--- src/rtl/instr_fetch_stage.sv ---
// instr_fetch_stage: IF stage with loadable instruction memory, PC and IF/ID register
// Ports:
//   clk, Reset          - clock; synchronous active-high reset
//   LoadInstructions    - 1 = stream Instruction into sequential words, 0 = run
//   Instruction         - word written in load mode
//   Stall, BranchTaken  - hold PC and IF/ID; redirect fetch to BranchTarget
//   BranchTarget        - byte address of branch target (low two bits dropped)
//   PC                  - current fetch byte address
//   IF_ID_Instr/PCPlus4/Valid - IF/ID pipeline register
//   LoadCount           - words in the current program (kept across Reset)
//   MemFull             - load pointer has reached DEPTH
module instr_fetch_stage #(
    parameter int DEPTH  = 64,
    parameter int ADDR_W = 6
) (
    input  logic              clk,
    input  logic              Reset,
    input  logic              LoadInstructions,
    input  logic [31:0]       Instruction,
    input  logic              Stall,
    input  logic              BranchTaken,
    input  logic [31:0]       BranchTarget,
    output logic [31:0]       PC,
    output logic [31:0]       IF_ID_Instr,
    output logic [31:0]       IF_ID_PCPlus4,
    output logic              IF_ID_Valid,
    output logic [ADDR_W:0]   LoadCount,
    output logic              MemFull
);
    logic [31:0]     r_mem [DEPTH];
    logic [ADDR_W:0] r_ptr;
    // Program length survives Reset, so it starts from a power-up value instead.
    logic [ADDR_W:0] r_load_count = '0;
    logic [31:0]     r_pc;
    logic [31:0]     r_instr;
    logic [31:0]     r_pc4;
    logic            r_valid;
    logic            w_full;
    logic            w_wr;
    logic [29:0]     w_idx;
    logic            w_hit;
    logic [31:0]     w_word;

    assign w_full = r_ptr == (ADDR_W+1)'(DEPTH);
    assign w_wr   = !Reset && LoadInstructions && !w_full;
    assign w_idx  = r_pc[31:2];
    // Full-width compare: indices beyond the array never alias onto low words.
    assign w_hit  = w_idx < 30'(r_load_count);
    assign w_word = w_hit ? r_mem[w_idx[ADDR_W-1:0]] : 32'h0;

    always_ff @(posedge clk) begin
        if (w_wr) begin
            r_mem[r_ptr[ADDR_W-1:0]] <= Instruction;
            r_load_count             <= r_ptr + 1'b1;
        end
    end

    always_ff @(posedge clk) begin
        if (Reset) begin
            r_ptr   <= '0;
            r_pc    <= '0;
            r_instr <= '0;
            r_pc4   <= '0;
            r_valid <= 1'b0;
        end else if (LoadInstructions) begin
            if (!w_full)
                r_ptr <= r_ptr + 1'b1;
            r_pc    <= '0;
            r_instr <= '0;
            r_pc4   <= '0;
            r_valid <= 1'b0;
        end else if (BranchTaken) begin
            r_pc    <= {BranchTarget[31:2], 2'b00};
            r_instr <= '0;
            r_pc4   <= '0;
            r_valid <= 1'b0;
        end else if (!Stall) begin
            r_pc    <= r_pc + 32'd4;
            r_instr <= w_word;
            r_pc4   <= r_pc + 32'd4;
            r_valid <= w_hit;
        end
    end

    assign PC            = r_pc;
    assign IF_ID_Instr   = r_instr;
    assign IF_ID_PCPlus4 = r_pc4;
    assign IF_ID_Valid   = r_valid;
    assign LoadCount     = r_load_count;
    assign MemFull       = w_full;
endmodule

--- config.mk ---
export PLATFORM = sky130hd
export DESIGN_NAME = instr_fetch_stage
export DESIGN_NICKNAME = d
export VERILOG_FILES = /design/src/rtl/instr_fetch_stage.sv
export SDC_FILE = /design/constraint.sdc
export NUM_CORES = 2
export LEC_CHECK = 0
export ABC_CLOCK_PERIOD_IN_PS = 3500
export CAP_MARGIN = 10
export CORE_MARGIN = 2
export CORE_UTILIZATION = 40
export CTS_CLUSTER_DIAMETER = 40
export DETAILED_ROUTE_END_ITERATION = 8
export SKIP_LAST_GASP = 1
export SYNTH_ARGS = -nofsm -noshare
export SYNTH_HDL_FRONTEND = slang
export SYNTH_SLANG_ARGS = --single-unit
export TNS_END_PERCENT = 5
--- constraint.sdc ---
create_clock -name clk -period 3.5 [get_ports clk]
set_input_delay 0.525 -clock clk [delete_from_list [all_inputs] [get_ports clk]]
set_output_delay 0.525 -clock clk [all_outputs]
set_load 0.01 [all_outputs]
# After elaboration in Yosys (flattened, before gate mapping)

Memories as Yosys holds them, arrays and structs flattened. A register that Yosys moved wholly into a read port is not among the register bits.
Index checks and enable logic that the tools add are counted.

Bits in registers: 111
Bits in writable memories: 2048
Input bits: 69
Output and inout port bits: 105
Memories kept: 1

Add/sub/neg operators: 2
$lt $le $gt $ge: 1
Eq/ne operators: 2
Mux-type cells: 7
Bitwise gates (word level): 1
Reductions and logical operators: 7

Memories:

| memory | words | width | read ports | clocked after memory_dff | write ports | line | RTL |
|---|---|---|---|---|---|---|---|
| r_mem  | 64    | 32    | 1          | 1                        | 1           | 30   | `logic [31:0] r_mem [DEPTH];` |

Operator list:

| operator                                      | count |
|---|---|
| 2-to-1 mux 32 bit                             | 3 |
| adder 32 x 3 -> 32 bit, second input constant | 1 |
| < comparator 30 x 7 -> 1 bit                  | 1 |
| 2-to-1 mux 6 bit                              | 2 |
| adder 7 x 1 -> 7 bit, second input constant   | 1 |
| equality test 7 bit, second input constant    | 1 |
| OR reduction 3 bit                            | 1 |
| logical AND 1 bit                             | 2 |
| logical NOT 1 bit                             | 2 |
| 2-to-1 mux 1 bit                              | 2 |
| != test 2 x 1 -> 1 bit, second input constant | 1 |
| AND reduction 2 bit                           | 1 |
| OR reduction 2 bit                            | 1 |
| NOT 1 bit                                     | 1 |

# Longest topological paths before layout

Depth in word-level cells: 5
Depth in mapped cells: 12
Gate-level depth less buffers: 8

# Worst setup path before layout

No wires, ideal clock.

Kind: register to register
Start: register r_ptr[1]
End: memory r_mem[11][0], enable pin
Setup time: 421 ps
Arrival: 3074 ps
Required time: 3079 ps
Setup slack: 5 ps
Stages on the path, launching flop included: 8
Period minus slack after synthesis: 3495 ps
Cells stage by stage: dfxtp_1 > clkbuf_1 > inv_1 > ha_1 > nand4b_1 > nor4bb_1 > nand3_1 > nor2_1

Word-level cells in the longest chain between the ends: 5

RTL lines:

| item                                   | line | RTL |
|---|---|---|
| from (decl)                            | 31   | `logic [ADDR_W:0] r_ptr;` |
| from (signal assigned)                 | 67   | `r_ptr <= r_ptr + 1'b1;` |
| equality test 7 bit                    | 44   | `assign w_full = r_ptr == (ADDR_W+1)'(DEPTH);` |
| logical NOT 1 bit                      | n/a  |  |
| logical AND 1 bit                      | 45   | `assign w_wr = !Reset && LoadInstructions && !w_full;` |
| 2-to-1 mux 1 bit                       | 52   | `if (w_wr) begin` |
| 2-to-1 mux 1 bit (not written as such) | 53   | `r_mem[r_ptr[ADDR_W-1:0]] <= Instruction;` |
| to (decl)                              | 30   |  |

Parallel ways exist; a longest one is shown, timed or not.

# Worst setup path in the final report

Start: register r_ptr[0]
End: output port MemFull

Word-level cells in the longest chain between the ends: 1

RTL lines:

| item                | line | RTL |
|---|---|---|
| equality test 7 bit | 44   |  |
| to (decl)           | 28   | `output logic MemFull` |

No other way between the ends.

==> run_results.csv <==
group,metric,value,unit
run_status,status,"completed",
timing,maxSlewHeadroom,0.169,
power_and_ir_drop,peakVddDrop,0.592,mV
place,numPortBuffers,167,
logic_synthesis,synth_top_area_share,0.739,
critical_path,cp_max_fo,8,
grt,grt-ovfl-total,0,
cells_and_area,syn_to_final_growth,20.9,%
die,core-area,0.207,mm^2
grt,track_usage,0.238,
timing,tightest_slew,1.25,ns
timing,slew_violations,0,
cells_and_area,drive_above_1_share,0.263,
logic_synthesis,syn_avg_cell_area,20.0,um^2
clocking,cts_buffers,296,
timing,skew,0.0446,ns
detailed_routing,vias,45700,
detailed_routing,drtIter0Drc,5679,
detailed_routing,wl,254000,um
logic_synthesis,synth-adder-area-share,0.00135,
timing,fmax,0.314,GHz
logic_synthesis,synth_flop_cell,"edfxtp_1",
clocking,hold_buffers,0,
clocking,cts_max_path_buffers,4,
logic_synthesis,synth-async-reset-ratio,0,
timing,finalHoldViolCount,0,
grt,antenna_found_initial,26,
critical_path,cpLargestDelayFamily,"buffers and inverters",
clocking,cts_root_buf,"clkbuf_16",
critical_path,crit_required,2.97,ns
critical_path,end_kind,"output pin",
timing,finalSetupViolations,0,
clocking,cts_resized,0,
detailed_routing,first_pass_iters,6,
detailed_routing,remaining_drc_errors,0,
logic_synthesis,yosysWarnings,0,
detailed_routing,vias_per_cell,5.90,
logic_synthesis,synth_top_cell_by_area,"edfxtp_1",
place,dp_hpwl,154000,um
logic_synthesis,ys_seq_area_frac,0.764,
grt,grt_pass1_wl,353000,um
critical_path,crit_chain,"inv_1 > ha_1 > nand4b_1 > nor2_1 > clkdlybuf4s50_1",
power_and_ir_drop,cellLeakagePower,31.5,nW
timing,setup-tns-final,0,ns
logic_synthesis,syn-instance-count,4184,
detailed_routing,routedWlPerCell,32.8,um
critical_path,worst-path-buf-inv,2,
logic_synthesis,synth-edff-count,2055,
timing,rsz0062_at_grt,"no",
place,place.gp.congestion,0.840,
logic_synthesis,muxShareOfSynthArea,0.142,
run,maxCapViolCount,0,
detailed_routing,postRouteAntennaNets,0,
logic_synthesis,netlist_area,0.0835,mm^2
hold_path,hp-class,"input port to flip-flop",
cells_and_area,layout.nets,4814,
clocking,clk_transition_reported_paths,0.06,ns
logic_synthesis,synth_top_family_by_area,"multiplexers",
logic_synthesis,netlist_top_cells_area,"edfxtp_1 (74%), mux4_2 (11%), mux2i_1 (3.4%)",
die,ios,174,
logic_synthesis,synth-simple-area-share,0.0328,
critical_path,cp_slowest_cell,"clkdlybuf4s50_1",
power_and_ir_drop,fin_total_pwr,60.6,mW
timing,finalCritPeriodShare,0.910,
grt,grt_max_degree,75,
die,die_area,0.212,mm^2
clocking,cts_max_level,5,
logic_synthesis,synthDistinctLibCells,73,
clocking,cts_tree,"yes",
logic_synthesis,synth-seq-cells,2161,
clocking,worstSkewPairLatency,0.91,ns
clocking,cts.sinks,2161,
critical_path,start_kind,"flip-flop",
grt,grt_pass1_vias,44900,
logic_synthesis,synth_compound_gate_area_share,0.0354,
die,die_h,461,um
logic_synthesis,synth_xor_area_frac,0.00671,
critical_path,crit_type,"flip-flop to output pin",
die,start_util,0.403,
die,floorplan.rows,167,
die,die_w,461,um
clocking,post-cts-setup-buffer-count,0,
timing,period_minus_slack,3.18,ns
critical_path,crit_arrival,2.66,ns
critical_path,slowest_delay,0.65,ns
power_and_ir_drop,p_per_area,601,mW/mm^2
[final timing paths]
check	startpoint	endpoint	slack (ns)	cells after the start
max	r_ptr[0]$_SDFFE_PP0P_	MemFull	0.32	5
min reg2reg	IF_ID_PCPlus4[21]$_SDFFE_PP0N_	IF_ID_PCPlus4[21]$_SDFFE_PP0N_	0.46	1
max reg2reg	flip-flop	IF_ID_Instr[22]$_SDFFE_PP0N_	0.32	7
min	Instruction[14]	r_mem[45][14]$_DFFE_PP_	0.1	1
[flip-flops by register name, summed over array words and instances (netlist names), named ones only]
signal	flops
IF_ID_Valid	1
PC	30
r_ptr	7
IF_ID_PCPlus4	30
IF_ID_Instr	32
r_mem	2048
LoadCount	7
[placed cells by master (no fill, tap or decap), types with 16 or more instances in the layout]
cell type and instances:
clkinv_2 25, nand4_1 28, buf_2 33, nor2b_1 16, clkdlybuf4s50_1 134, mux2i_1 281, buf_12 80, o22ai_1 35
nor2_4 66, clkinv_4 25, buf_4 241, xnor2_1 40, inv_6 27, nand3_1 83, nor3_1 31, clkbuf_1 34
edfxtp_1 2055, a21oi_1 56, mux4_2 393, inv_1 17, clkbuf_16 305, a22oi_1 140, nand2_1 171, nor2_1 99
xor2_1 24, dfxtp_1 100, o21ai_0 68, a32oi_1 16, bufinv_16 34, clkinvlp_4 21, a221oi_1 25, clkinv_1 33
[through the flow]
step / instance area, um^2 / setup slack (ns) / utilization / instances / hold WS [ns]
2_1_floorplan: 83500 / 0.00492 / - / 4187 / 0.463
3_3_place_gp: 91000 / 0.370 / 0.439 / 7221 / 0.445
3_5_place_dp: 91000 / 0.376 / 0.439 / 7221 / 0.455
4_1_cts: 101000 / 0.271 / 0.486 / 7738 / 0.0939
5_1_grt: 101000 / 0.148 / 0.487 / 7745 / 0.0673
6_report: 101000 / 0.315 / 0.487 / 7747 / 0.0967
[where the power goes]
group          internal (mW)  switching (mW)  leakage [nW]
Sequential              28.4          0.0970          19.3
Combinational          0.860            1.45          7.38
Clock                   18.6            11.3          4.74
[worst register-to-register path: cells and delay by family (launching register included)]
kind,cells,cell delay (ns)
AND/OR/NAND/NOR,1,0.14
buffers and inverters,2,0.63
AO/OA/AOI/OAI,3,0.92
multiplexers,1,0.51
flip-flops,1,0.84
[final cells by class]
class	instances	area [um^2]
repair buffers	488	4920
well taps	2788	3490
clock inverters	176	2010
diodes	4	10.0
inverters	19	71.3
flip-flops and latches	2161	63800
fillers	16900	106000
multi-input cells	1770	18800
clock buffers	341	7790
[cells by family (layout without fill, tap and decap cells)]
family,Yosys count,after routing
xor+xnor,64,64
compound gates,427,427
other cells,1,8
mux,687,687
simple gates,579,579
buf+inv,256,1024
fa+ha+maj,9,9
flops,2161,2161
[cells in the mapped netlist (all sizes together) (6+ instances only)]
cell	n
a2111oi	9
a211oi	12
a21oi	56
a221oi	25
a22o	11
a22oi	140
a31oi	8
a32o	6
a32oi	16
and2	10
and3	12
buf	146
clkbuf	91
dfxtp	106
edfxtp	2055
ha	9
inv	19
mux2	7
mux2i	281
mux4	399
nand2	171
nand2b	15
nand3	85
nand4	29
nor2	167
nor2b	20
nor3	31
nor4	13
o211ai	6
o21ai	75
o22ai	35
or3	8
xnor2	40
xor2	24
[metal layers]
layer | GRT usage | part of all wire | vias to the layer above
li1 | - | - | 18400
met1 | 0.328 | 0.40 | 24500
met2 | 0.379 | 0.48 | 2335
met3 | 0.0449 | 0.086 | 434
met4 | 0.0836 | 0.035 | 16
met5 | 0 | 0.00034 | -
Note: power is estimated with default switching activity, not from simulation.
